File: config.mk
export PLATFORM = sky130hd
export DESIGN_NAME = subtraction_fp_seq
export DESIGN_NICKNAME = d
export VERILOG_FILES = /design/src/rtl/fp_pkg.sv /design/src/rtl/fp_align_shift.sv /design/src/rtl/subtraction_fp_seq.sv
export SDC_FILE = /design/constraint.sdc
export NUM_CORES = 1
export LEC_CHECK = 0
export CAP_MARGIN = 15
export CORE_MARGIN = 2
export CORE_UTILIZATION = 40
export DETAILED_ROUTE_END_ITERATION = 7
export GPL_TIMING_DRIVEN = 0
export PLACE_DENSITY_LB_ADDON = 0.2
export SYNTH_ARGS = -nofsm -noshare
export SYNTH_HDL_FRONTEND = slang
export SYNTH_HIERARCHICAL = 1
export SYNTH_SLANG_ARGS = --single-unit
File: constraint.sdc
create_clock -name clk -period 6.07 [get_ports clk]
set_input_delay 0.607 -clock clk [delete_from_list [all_inputs] [get_ports clk]]
set_output_delay 0.607 -clock clk [all_outputs]
set_load 0.01 [all_outputs]
File: src/rtl/fp_pkg.sv
// fp_pkg: shared definitions for the sequential single-precision subtractor.
//   - IEEE-754 single field positions and special constants
//   - FSM state encoding
//   - working mantissa width: 24 bits, or 27 bits (24 + guard/round/sticky)
//     when FP_SUB_ROUND_EN is defined
//   - significand(): unpacks the significand with the hidden bit; exponent 0
//     flushes the operand to zero (denormals are not supported)
package fp_pkg;

  localparam int SIGN_BIT = 31;
  localparam int EXP_MSB  = 30;
  localparam int EXP_LSB  = 23;
  localparam int MANT_W   = 23;

  localparam int          EXP_BIAS = 127;
  localparam logic [7:0]  EXP_MAX  = 8'd255;
  localparam logic [31:0] FP_ZERO  = 32'h0000_0000;

`ifdef FP_SUB_ROUND_EN
  localparam int GRS_W = 3;
`else
  localparam int GRS_W = 0;
`endif

  // Working mantissa: hidden bit + fraction (+ guard/round/sticky).
  localparam int WORK_W = MANT_W + 1 + GRS_W;

  typedef enum logic [2:0] {
    IDLE,
    ALIGN,
    SUB,
    NORM,
    DONE
  } state_t;

  function automatic logic [MANT_W:0] significand(input logic [31:0] f);
    logic [MANT_W:0] s;
    if (f[EXP_MSB:EXP_LSB] == 8'd0) begin
      s = {(MANT_W + 1){1'b0}};
    end else begin
      s = {1'b1, f[MANT_W-1:0]};
    end
    return s;
  endfunction

endpackage

File: src/rtl/fp_align_shift.sv
// fp_align_shift: right-shifts a 24-bit significand by an 8-bit exponent
// difference for operand alignment.
// Ports:
//   mant     in  24  significand to align
//   amt      in  8   shift distance (exponent difference)
//   mant_out out 24  aligned significand, forced to 0 for amt >= 25
//   guard    out 1   first bit shifted out below the LSB
//   round    out 1   second bit shifted out below the LSB
//   sticky   out 1   OR of every remaining bit shifted out
// guard/round/sticky are only consumed when FP_SUB_ROUND_EN is defined.
module fp_align_shift
  import fp_pkg::*;
(
  input  logic [MANT_W:0] mant,
  input  logic [7:0]      amt,
  output logic [MANT_W:0] mant_out,
  output logic            guard,
  output logic            round,
  output logic            sticky
);

  // Layout: [mantissa][guard][round][26-bit sticky window].
  localparam int EXT_W = MANT_W + 1 + 28;

  logic [7:0]       amt_cap_s;
  logic [EXT_W-1:0] ext_s;
  logic [EXT_W-1:0] shifted_s;

  // Shift with the distance capped at 26: beyond that every mantissa bit is
  // already inside the sticky window, so a longer shift changes nothing.
  always_comb begin
    amt_cap_s = (amt > 8'd26) ? 8'd26 : amt;
    ext_s     = {mant, 28'd0};
    shifted_s = ext_s >> amt_cap_s;
    if (amt >= 8'd25) begin
      mant_out = {(MANT_W + 1){1'b0}};
    end else begin
      mant_out = shifted_s[EXT_W-1:28];
    end
    guard  = shifted_s[27];
    round  = shifted_s[26];
    sticky = |shifted_s[25:0];
  end

endmodule

File: src/rtl/subtraction_fp_seq.sv
// subtraction_fp_seq: multi-cycle IEEE-754 single-precision subtractor,
// Diff = InA - InB, computed as InA + (-InB).
// Sequence: IDLE -> ALIGN -> SUB -> NORM (one shift per cycle) -> DONE.
// Exponent 0 operands are zero, exponent 255 is not special-cased, and the
// default rounding is truncation. Defining FP_SUB_ROUND_EN carries
// guard/round/sticky bits and rounds to nearest-even in a two-cycle DONE.
// Ports:
//   clk       in  1   rising-edge clock
//   rst       in  1   synchronous active-high reset
//   in_valid  in  1   operands present
//   in_ready  out 1   idle, operands accepted on in_valid & in_ready
//   InA       in  32  minuend
//   InB       in  32  subtrahend
//   out_valid out 1   one-cycle pulse with a new Diff
//   Diff      out 32  result, held until the next result
module subtraction_fp_seq
  import fp_pkg::*;
#(
  parameter int MAX_NORM_SHIFTS = 24
) (
  input  logic        clk,
  input  logic        rst,
  input  logic        in_valid,
  output logic        in_ready,
  input  logic [31:0] InA,
  input  logic [31:0] InB,
  output logic        out_valid,
  output logic [31:0] Diff
);

  localparam logic [7:0]        MAX_SHIFT_C = 8'(MAX_NORM_SHIFTS);
  localparam logic [WORK_W-1:0] WORK_ZERO   = {WORK_W{1'b0}};

  state_t            state_r,     state_nxt;
  logic [31:0]       a_r,         a_nxt;
  logic [31:0]       b_r,         b_nxt;
  logic              sign_r,      sign_nxt;
  logic [7:0]        exp_r,       exp_nxt;
  logic              eff_add_r,   eff_add_nxt;
  logic [WORK_W-1:0] mant_r,      mant_nxt;
  logic [WORK_W-1:0] small_r,     small_nxt;
  logic [7:0]        shift_cnt_r, shift_cnt_nxt;
  logic              in_ready_r,  in_ready_nxt;
  logic              out_valid_r, out_valid_nxt;
  logic [31:0]       diff_r,      diff_nxt;
`ifdef FP_SUB_ROUND_EN
  logic              rounded_r,   rounded_nxt;
  logic              round_up_s;
  logic [MANT_W+1:0] round_sum_s;
`endif

  logic [7:0]        exp_a_s, exp_b_s, big_exp_s, align_amt_s;
  logic [MANT_W:0]   sig_a_s, sig_b_s, big_sig_s, lil_sig_s, lil_shift_s;
  logic              a_big_s, big_sign_s;
  logic              guard_s, round_s, sticky_s;
  logic [WORK_W:0]   sum_s;
  logic [WORK_W-1:0] dif_s, carry_mant_s, big_work_s, lil_work_s;

  // Operand decode: the larger magnitude sets sign and exponent, the smaller
  // one is aligned to it.
  always_comb begin
    exp_a_s = a_r[EXP_MSB:EXP_LSB];
    exp_b_s = b_r[EXP_MSB:EXP_LSB];
    sig_a_s = significand(a_r);
    sig_b_s = significand(b_r);
    a_big_s = (exp_a_s > exp_b_s) || ((exp_a_s == exp_b_s) && (sig_a_s >= sig_b_s));
    if (a_big_s) begin
      big_sign_s  = a_r[SIGN_BIT];
      big_exp_s   = exp_a_s;
      big_sig_s   = sig_a_s;
      lil_sig_s   = sig_b_s;
      align_amt_s = exp_a_s - exp_b_s;
    end else begin
      big_sign_s  = b_r[SIGN_BIT];
      big_exp_s   = exp_b_s;
      big_sig_s   = sig_b_s;
      lil_sig_s   = sig_a_s;
      align_amt_s = exp_b_s - exp_a_s;
    end
  end

  fp_align_shift u_align (
    .mant     (lil_sig_s),
    .amt      (align_amt_s),
    .mant_out (lil_shift_s),
    .guard    (guard_s),
    .round    (round_s),
    .sticky   (sticky_s)
  );

  // Mantissa arithmetic for SUB; a carry-out renormalises right by one.
  always_comb begin
    sum_s = {1'b0, mant_r} + {1'b0, small_r};
    dif_s = mant_r - small_r;
`ifdef FP_SUB_ROUND_EN
    // The bit dropped by the right shift folds into sticky.
    carry_mant_s = {sum_s[WORK_W:2], sum_s[1] | sum_s[0]};
    big_work_s   = {big_sig_s, 3'b000};
    lil_work_s   = {lil_shift_s, guard_s, round_s, sticky_s};
    round_up_s   = mant_r[2] & (mant_r[1] | mant_r[0] | mant_r[3]);
    round_sum_s  = {1'b0, mant_r[WORK_W-1:3]} + {{(MANT_W + 1){1'b0}}, round_up_s};
`else
    carry_mant_s = sum_s[WORK_W:1];
    big_work_s   = big_sig_s;
    lil_work_s   = lil_shift_s;
`endif
  end

`ifndef FP_SUB_ROUND_EN
  logic grs_unused_s;
  assign grs_unused_s = guard_s ^ round_s ^ sticky_s;
`endif

  // Next-state and datapath update.
  always_comb begin
    state_nxt     = state_r;
    a_nxt         = a_r;
    b_nxt         = b_r;
    sign_nxt      = sign_r;
    exp_nxt       = exp_r;
    eff_add_nxt   = eff_add_r;
    mant_nxt      = mant_r;
    small_nxt     = small_r;
    shift_cnt_nxt = shift_cnt_r;
    in_ready_nxt  = in_ready_r;
    out_valid_nxt = 1'b0;
    diff_nxt      = diff_r;
`ifdef FP_SUB_ROUND_EN
    rounded_nxt   = rounded_r;
`endif
    case (state_r)
      IDLE: begin
        if (in_valid && in_ready_r) begin
          a_nxt        = InA;
          b_nxt        = {~InB[SIGN_BIT], InB[SIGN_BIT-1:0]};
          in_ready_nxt = 1'b0;
          state_nxt    = ALIGN;
        end else begin
          state_nxt = IDLE;
        end
      end
      ALIGN: begin
        sign_nxt    = big_sign_s;
        exp_nxt     = big_exp_s;
        mant_nxt    = big_work_s;
        small_nxt   = lil_work_s;
        // Same sign after negating B means the magnitudes add.
        eff_add_nxt = (a_r[SIGN_BIT] == b_r[SIGN_BIT]);
        state_nxt   = SUB;
      end
      SUB: begin
        shift_cnt_nxt = 8'd0;
        if (eff_add_r && sum_s[WORK_W] && (exp_r >= 8'd254)) begin
          exp_nxt   = EXP_MAX;
          mant_nxt  = WORK_ZERO;
          state_nxt = DONE;
        end else if (eff_add_r && sum_s[WORK_W]) begin
          mant_nxt  = carry_mant_s;
          exp_nxt   = exp_r + 8'd1;
          state_nxt = NORM;
        end else if (eff_add_r && (sum_s[WORK_W-1:0] == WORK_ZERO)) begin
          sign_nxt  = 1'b0;
          exp_nxt   = 8'd0;
          mant_nxt  = WORK_ZERO;
          state_nxt = DONE;
        end else if (eff_add_r) begin
          mant_nxt  = sum_s[WORK_W-1:0];
          state_nxt = NORM;
        end else if (dif_s == WORK_ZERO) begin
          sign_nxt  = 1'b0;
          exp_nxt   = 8'd0;
          mant_nxt  = WORK_ZERO;
          state_nxt = DONE;
        end else begin
          mant_nxt  = dif_s;
          state_nxt = NORM;
        end
      end
      NORM: begin
        if (mant_r[WORK_W-1]) begin
          state_nxt = DONE;
        end else if ((exp_r == 8'd1) || (shift_cnt_r >= MAX_SHIFT_C)) begin
          // Underflow flushes to +0; no denormal output.
          sign_nxt  = 1'b0;
          exp_nxt   = 8'd0;
          mant_nxt  = WORK_ZERO;
          state_nxt = DONE;
        end else begin
          mant_nxt      = {mant_r[WORK_W-2:0], 1'b0};
          exp_nxt       = exp_r - 8'd1;
          shift_cnt_nxt = shift_cnt_r + 8'd1;
          state_nxt     = NORM;
        end
      end
      DONE: begin
`ifdef FP_SUB_ROUND_EN
        if (!rounded_r) begin
          rounded_nxt = 1'b1;
          state_nxt   = DONE;
          if (round_sum_s[MANT_W+1] && (exp_r >= 8'd254)) begin
            exp_nxt  = EXP_MAX;
            mant_nxt = WORK_ZERO;
          end else if (round_sum_s[MANT_W+1]) begin
            mant_nxt = {round_sum_s[MANT_W+1:1], 3'b000};
            exp_nxt  = exp_r + 8'd1;
          end else begin
            mant_nxt = {round_sum_s[MANT_W:0], 3'b000};
          end
        end else begin
          rounded_nxt   = 1'b0;
          diff_nxt      = {sign_r, exp_r, mant_r[WORK_W-2 -: MANT_W]};
          out_valid_nxt = 1'b1;
          in_ready_nxt  = 1'b1;
          state_nxt     = IDLE;
        end
`else
        diff_nxt      = {sign_r, exp_r, mant_r[WORK_W-2 -: MANT_W]};
        out_valid_nxt = 1'b1;
        in_ready_nxt  = 1'b1;
        state_nxt     = IDLE;
`endif
      end
      default: begin
        in_ready_nxt = 1'b1;
        state_nxt    = IDLE;
      end
    endcase
  end

  // State and datapath registers; reset returns to IDLE from any state.
  always_ff @(posedge clk) begin
    if (rst) begin
      state_r     <= IDLE;
      a_r         <= 32'd0;
      b_r         <= 32'd0;
      sign_r      <= 1'b0;
      exp_r       <= 8'd0;
      eff_add_r   <= 1'b0;
      mant_r      <= WORK_ZERO;
      small_r     <= WORK_ZERO;
      shift_cnt_r <= 8'd0;
      in_ready_r  <= 1'b1;
      out_valid_r <= 1'b0;
      diff_r      <= FP_ZERO;
`ifdef FP_SUB_ROUND_EN
      rounded_r   <= 1'b0;
`endif
    end else begin
      state_r     <= state_nxt;
      a_r         <= a_nxt;
      b_r         <= b_nxt;
      sign_r      <= sign_nxt;
      exp_r       <= exp_nxt;
      eff_add_r   <= eff_add_nxt;
      mant_r      <= mant_nxt;
      small_r     <= small_nxt;
      shift_cnt_r <= shift_cnt_nxt;
      in_ready_r  <= in_ready_nxt;
      out_valid_r <= out_valid_nxt;
      diff_r      <= diff_nxt;
`ifdef FP_SUB_ROUND_EN
      rounded_r   <= rounded_nxt;
`endif
    end
  end

  assign in_ready  = in_ready_r;
  assign out_valid = out_valid_r;
  assign Diff      = diff_r;

endmodule

=== After elaboration in Yosys (flattened, before gate mapping) ===
Index checks and enable logic that the tools add are counted.

* Shift-type cells: 1
* $lt $le $gt $ge: 6
* Mux-type cells: 48
* Equality and inequality tests: 17
* Bitwise logic cells: 2
* Add/subtract/negate cells: 7
* Reductions and logical operators: 21

{| class="wikitable"
|+ Operator list
! operator !! count
|-
| two-way mux 24 bit || 12
|-
| two-way mux 8 bit || 12
|-
| one-hot mux 24 bit (3 select lines) || 1
|-
| >> shifter 52 x 8 -> 52 bit || 1
|-
| zero test 24 bit || 2
|-
| adder 24 x 24 -> 25 bit || 1
|-
| >= comparator 24 bit || 1
|-
| one-hot mux 8 bit (3 select lines) || 1
|-
| subtractor 24 bit || 1
|-
| two-way mux 3 bit || 7
|-
| adder 8 x 1 -> 8 bit (second input constant) || 2
|-
| >= comparator 8 x 5 -> 1 bit (second input constant) || 2
|-
| zero test 8 bit || 2
|-
| one-hot mux 8 bit (2 select lines) || 1
|-
| subtractor 8 bit || 2
|-
| inequality test 2 bit (second input constant) || 6
|-
| one-hot mux 3 bit (4 select lines) || 1
|-
| two-way mux 1 bit || 11
|-
| inequality test 5 bit (second input constant) || 2
|-
| equality test 8 x 1 -> 1 bit (second input constant) || 1
|-
| equality test 8 bit || 1
|-
| >= comparator 8 bit (second input constant) || 1
|-
| > comparator 8 x 5 -> 1 bit (second input constant) || 1
|-
| > comparator 8 bit || 1
|-
| other kinds (19) || 29
|}

* Output and inout port bits: 34
* Logic and storage cells: 115
* Register bits: 167
* Input bits: 67

=== Depth between registers and ports, before layout ===
* Depth after elaboration: 10
* Gate-level depth with buffers: 29
* Gate-level depth less buffers: 25

=== Cells and area by module ===
The synthesis kept the hierarchy.

{| class="wikitable"
|+ By module, submodules not included
! module !! area an instance (µm²) !! cells each !! times used !! seq. area each (µm²)
|-
| subtraction_fp_seq || 12779.8 || 1785 || 1 || 3343.2
|-
| fp_align_shift || 2153.3 || 328 || 1 || 0.0
|}

=== Worst setup path before layout ===
OpenSTA, ideal clock, no wires.

* Path kind: reg2reg
* Start: reg b_r[24]
* End: reg small_r[2]
* Buffers on the path: 4
* Path slack: 0.366 ns
* Arrival time: 5.572 ns
* Clock period less this slack: 5.704 ns
* Stages on the path, launching flop included: 27
* Cells stage by stage: dfxtp_1 nor4_1 nand2_1 clkbuf_1 clkbuf_1 nand2_1 ha_1 o21ai_0 o31a_1 o311a_1 o311ai_0 nand2_1 clkbuf_1 nand2_1 o221ai_1 a221oi_1 xnor2_1 or4b_1 buf_4 nor2_8 mux4_2 a2bb2oi_1 nand2_1 o21ai_0 o22ai_1 nand2_1 a21oi_1

* Word-level cells in the longest chain between the ends: 10
* Elaborated cells on any way between the ends: 16
* Those cells by class: add/sub: 2; order compare: 4; eq/ne: 1; shift: 1; mux: 5; reduce/logical: 3

{| class="wikitable"
|+ Ends and longest elaborated chain
! item !! RTL line !! RTL
|-
| start: declaration || subtraction_fp_seq.sv:36 || <nowiki>logic [31:0] b_r, b_nxt;</nowiki>
|-
| start signal: assignment || subtraction_fp_seq.sv:251 || <nowiki>b_r <= b_nxt;</nowiki>
|-
| zero test 8 bit || fp_pkg.sv:38 || <nowiki>if (f[EXP_MSB:EXP_LSB] == 8'd0) begin</nowiki>
|-
| two-way mux 24 bit || fp_pkg.sv:38 ||
|-
| >= comparator 24 bit || subtraction_fp_seq.sv:66 || <nowiki>a_big_s = (exp_a_s > exp_b_s) || ((exp_a_s == exp_b_s) && (sig_a_s >= sig_b_s));</nowiki>
|-
| logical AND 1 bit || subtraction_fp_seq.sv:66 ||
|-
| logical OR 1 bit || subtraction_fp_seq.sv:66 ||
|-
| two-way mux 8 bit (*) || subtraction_fp_seq.sv:67 || <nowiki>if (a_big_s) begin</nowiki>
|-
| named net align_amt_s[5] || subtraction_fp_seq.sv:52 || <nowiki>logic [7:0] exp_a_s, exp_b_s, big_exp_s, align_amt_s;</nowiki>
|-
| > comparator 8 x 5 -> 1 bit || fp_align_shift.sv:32 || <nowiki>amt_cap_s = (amt > 8'd26) ? 8'd26 : amt;</nowiki>
|-
| two-way mux 8 bit || fp_align_shift.sv:32 ||
|-
| >> shifter 52 x 8 -> 52 bit || fp_align_shift.sv:34 || <nowiki>shifted_s = ext_s >> amt_cap_s;</nowiki>
|-
| two-way mux 24 bit (*) || fp_align_shift.sv:35 || <nowiki>if (amt >= 8'd25) begin</nowiki>
|-
| named net lil_shift_s[2] || subtraction_fp_seq.sv:53 || <nowiki>logic [MANT_W:0] sig_a_s, sig_b_s, big_sig_s, lil_sig_s, lil_shift_s;</nowiki>
|-
| end signal: assignment || subtraction_fp_seq.sv:256 || <nowiki>small_r <= small_nxt;</nowiki>
|-
| end: declaration || subtraction_fp_seq.sv:41 || <nowiki>logic [WORK_W-1:0] small_r, small_nxt;</nowiki>
|}

The timed path passes the listed nets; every way through them passes the cells marked *.
A chain may end at the register's enable or synchronous reset.

=== Worst setup path in the final report ===
* Start: reg b_r[28]
* End: reg small_r[2]

Same word-level chain as after synthesis.

==> run metrics <==
H-tree depth=4; CTS tree=done; sw frac=~56%; Post-Syn Instances=~2100; Reg clk slew, reported paths=~0.080 ns; HP Class=reg -> reg; Wirelength per Cell=~23 um; Slew @ Worst Pin=roughly 1.1 ns; WS Path Type=reg -> reg; first-pass detailed-route iteration total=6; Psw=~5400 uW; GRT Total Usage=between 30% and 40%; Non-Filler Instances=2662; setup_tns=0 ns; Comb power frac=about 72%; clock sink count=between 150 and 200; filler cell count in the final layout=around 3700; post-synthesis average cell area=between 7 and 8 um^2; Req. time, crit path=about 6.4 ns; routed vias=approximately 16000; Ports=101; # rows=just under 70; Leakage=around 0.0065 uW; synthesized cell area=around 15000 um^2; Starting Density=40.80%; post-route ant nets=0; Routability Congestion=approximately 0.98; Max-slew headroom=around a quarter; P per Cell Area=about 560 nW/um^2; Seq pwr share=16.0%; critical path endpoint category=register; Vias/cell=6.133; cts bufs inserted=17; first-pass GRT wire length=90740 um; Ys Warns=6; clk buf depth=2; Net count, final=about 2400; port bufs=100; status=completed; number of remaining DRC errors=0; skew final=0.01669 ns; Worst EP arrival=about 6 ns; P_int=4238 uW; antenna violations before repair=0; dpl cells=2620; die height=about 200 um; DP HPWL=slightly below 50000 um; die area=between 30000 and 40000 um^2; Syn Nets=~2200; Final Setup Violations=0; largest net degree at the start of global routing=18; Starting DRT DRC Count=1715; Root Driver=clkbuf_16; layout cells sized above 1=a little under 9%; clock power share=a little under an eighth; number of global-route vias before repair=about 15000; setup ws final=roughly 0.22 ns; min cycle time layout=approximately 6 ns; Fmax achieved=171.1 MHz; RSZ-0062 raised after global routing=false; gr ovfl total=0; maxcap violations=0; Peak supply drop=roughly 0.00026 V; Util after Layout=about half; nature of the critical path startpoint=register; FF-to-FF setup slack=between 0.2 and 0.25 ns; final worst path period share=96.29%; Total Wirelength=roughly 60000 um; Horiz. Die Dim=194.9 um; Slew Viols, Final=0; clk_lat worst skew=roughly 0.47 ns; synth-to-layout area growth=18.00%; Fin. Hold Viols=0; CP Max Fanout=10; core area=around 36000 um^2; pre-CTS WS=-1.774 ns; Diodes inserted=0
==> cell usage in the layout (no fill, tap or decap), types with 19 or more instances in the layout <==
cell and n:
xnor2_1 31, a21o_1 19, ha_1 91, clkbuf_1 84, and2_1 33, nand3_1 64
nor2b_1 20, a221oi_1 21, nand2_1 400, buf_6 21, o211ai_1 21, nand4_1 20
o21ai_0 114, buf_4 20, dfxtp_1 163, inv_1 85, nor3_1 42, clkdlybuf4s50_1 100
nor2_1 140, a21oi_1 251, mux2i_1 34, and3_1 21, a211oi_1 34
==> registers in the layout, summed over array words and instances (netlist names) <==
name	flops
out_valid	1
b_r	32
Diff	32
mant_r	24
eff_add_r	1
a_r	32
shift_cnt_r	8
exp_r	8
in_ready	1
sign_r	1
state_r	3
small_r	24
==> metal layers <==
metal  global-route usage [%]  vias up  wire [um]
met4                    12.75        0       2761
met1                    40.65     7828      25990
met5                        0        -          0
met2                    50.40      714      27210
met3                    4.754      119       4095
li1                         -     7664          -
==> area by class of cell <==
class,count,area (um^2),share of cell area [%]
Buffer,141,812.0,4.719
Clock buffer,18,439.2,2.552
Clock inverter,14,151.4,0.8797
Inverter,86,322.8,1.876
Multi-Input combinational cell,1664,10480,60.87
Sequential cell,167,3348,19.46
Tap cell,461,576.8,3.352
Timing Repair Buffer,111,1084,6.296
==> power groups by stage <==
stage	Sequential [uW]	Combinational [uW]	Clock, uW
3_5_place_dp	1540	6260	0
4_1_cts	1520	6500	1150
6_report	1540	6940	1140
3_3_place_gp	1540	6260	0
2_1_floorplan	1380	4380	0
5_1_grt	1550	7370	1180
==> through the flow <==
step	cell area [um^2]	total power (uW)	hold slack [ns]
after floorplan	14580	5760	0.4251
after global placement	16160	7799	0.4397
after detailed placement	16160	7800	0.4432
after CTS	16990	9174	0.4536
after global routing	17210	10110	0.4718
final	17210	9619	0.4523
==> worst max-delay path: stages (launching register included) <==
cell       delay, ns
dfxtp_1         0.37
nor4_2          0.28
nand2_1         0.18
buf_4           0.17
nand2_1         0.08
inv_1           0.06
ha_1            0.26
nand2b_1        0.12
a2111oi_2       0.07
o31a_1          0.33
o311a_4         0.35
o311ai_4        0.31
nand2_4         0.14
buf_8           0.18
nand2_1         0.10
o221ai_4        0.12
a221oi_4        0.35
xnor2_4         0.18
or4b_1          0.53
buf_6           0.17
nor2_8          0.16
mux4_2          0.55
a2bb2oi_4       0.21
nand2_1         0.06
o21ai_0         0.08
o22ai_1         0.11
nand2_1         0.08
a21oi_1         0.07
==> worst paths after layout <==
check,from,endpoint,cells past startpoint
worst max register to register,b_r[28]$_SDFFE_PP0P_,small_r[2]$_SDFFE_PP0P_,27
worst min register to register,a_r[5]$_SDFFE_PP0P_,a_r[5]$_SDFFE_PP0P_,2
worst max-delay path,b_r[28]$_SDFFE_PP0P_,small_r[2]$_SDFFE_PP0P_,27
worst min-delay path,a_r[5]$_SDFFE_PP0P_,a_r[5]$_SDFFE_PP0P_,2
==> repair_timing <==
action | in CTS | in global routing
endpoints found under the setup margin | 24 | 23
resized for setup | 51 | 47
setup buffers | 5 | 6
hold buffers | 0 | 0
pin swaps | 5 | 15
Note: power is estimated with default switching activity, not from simulation.
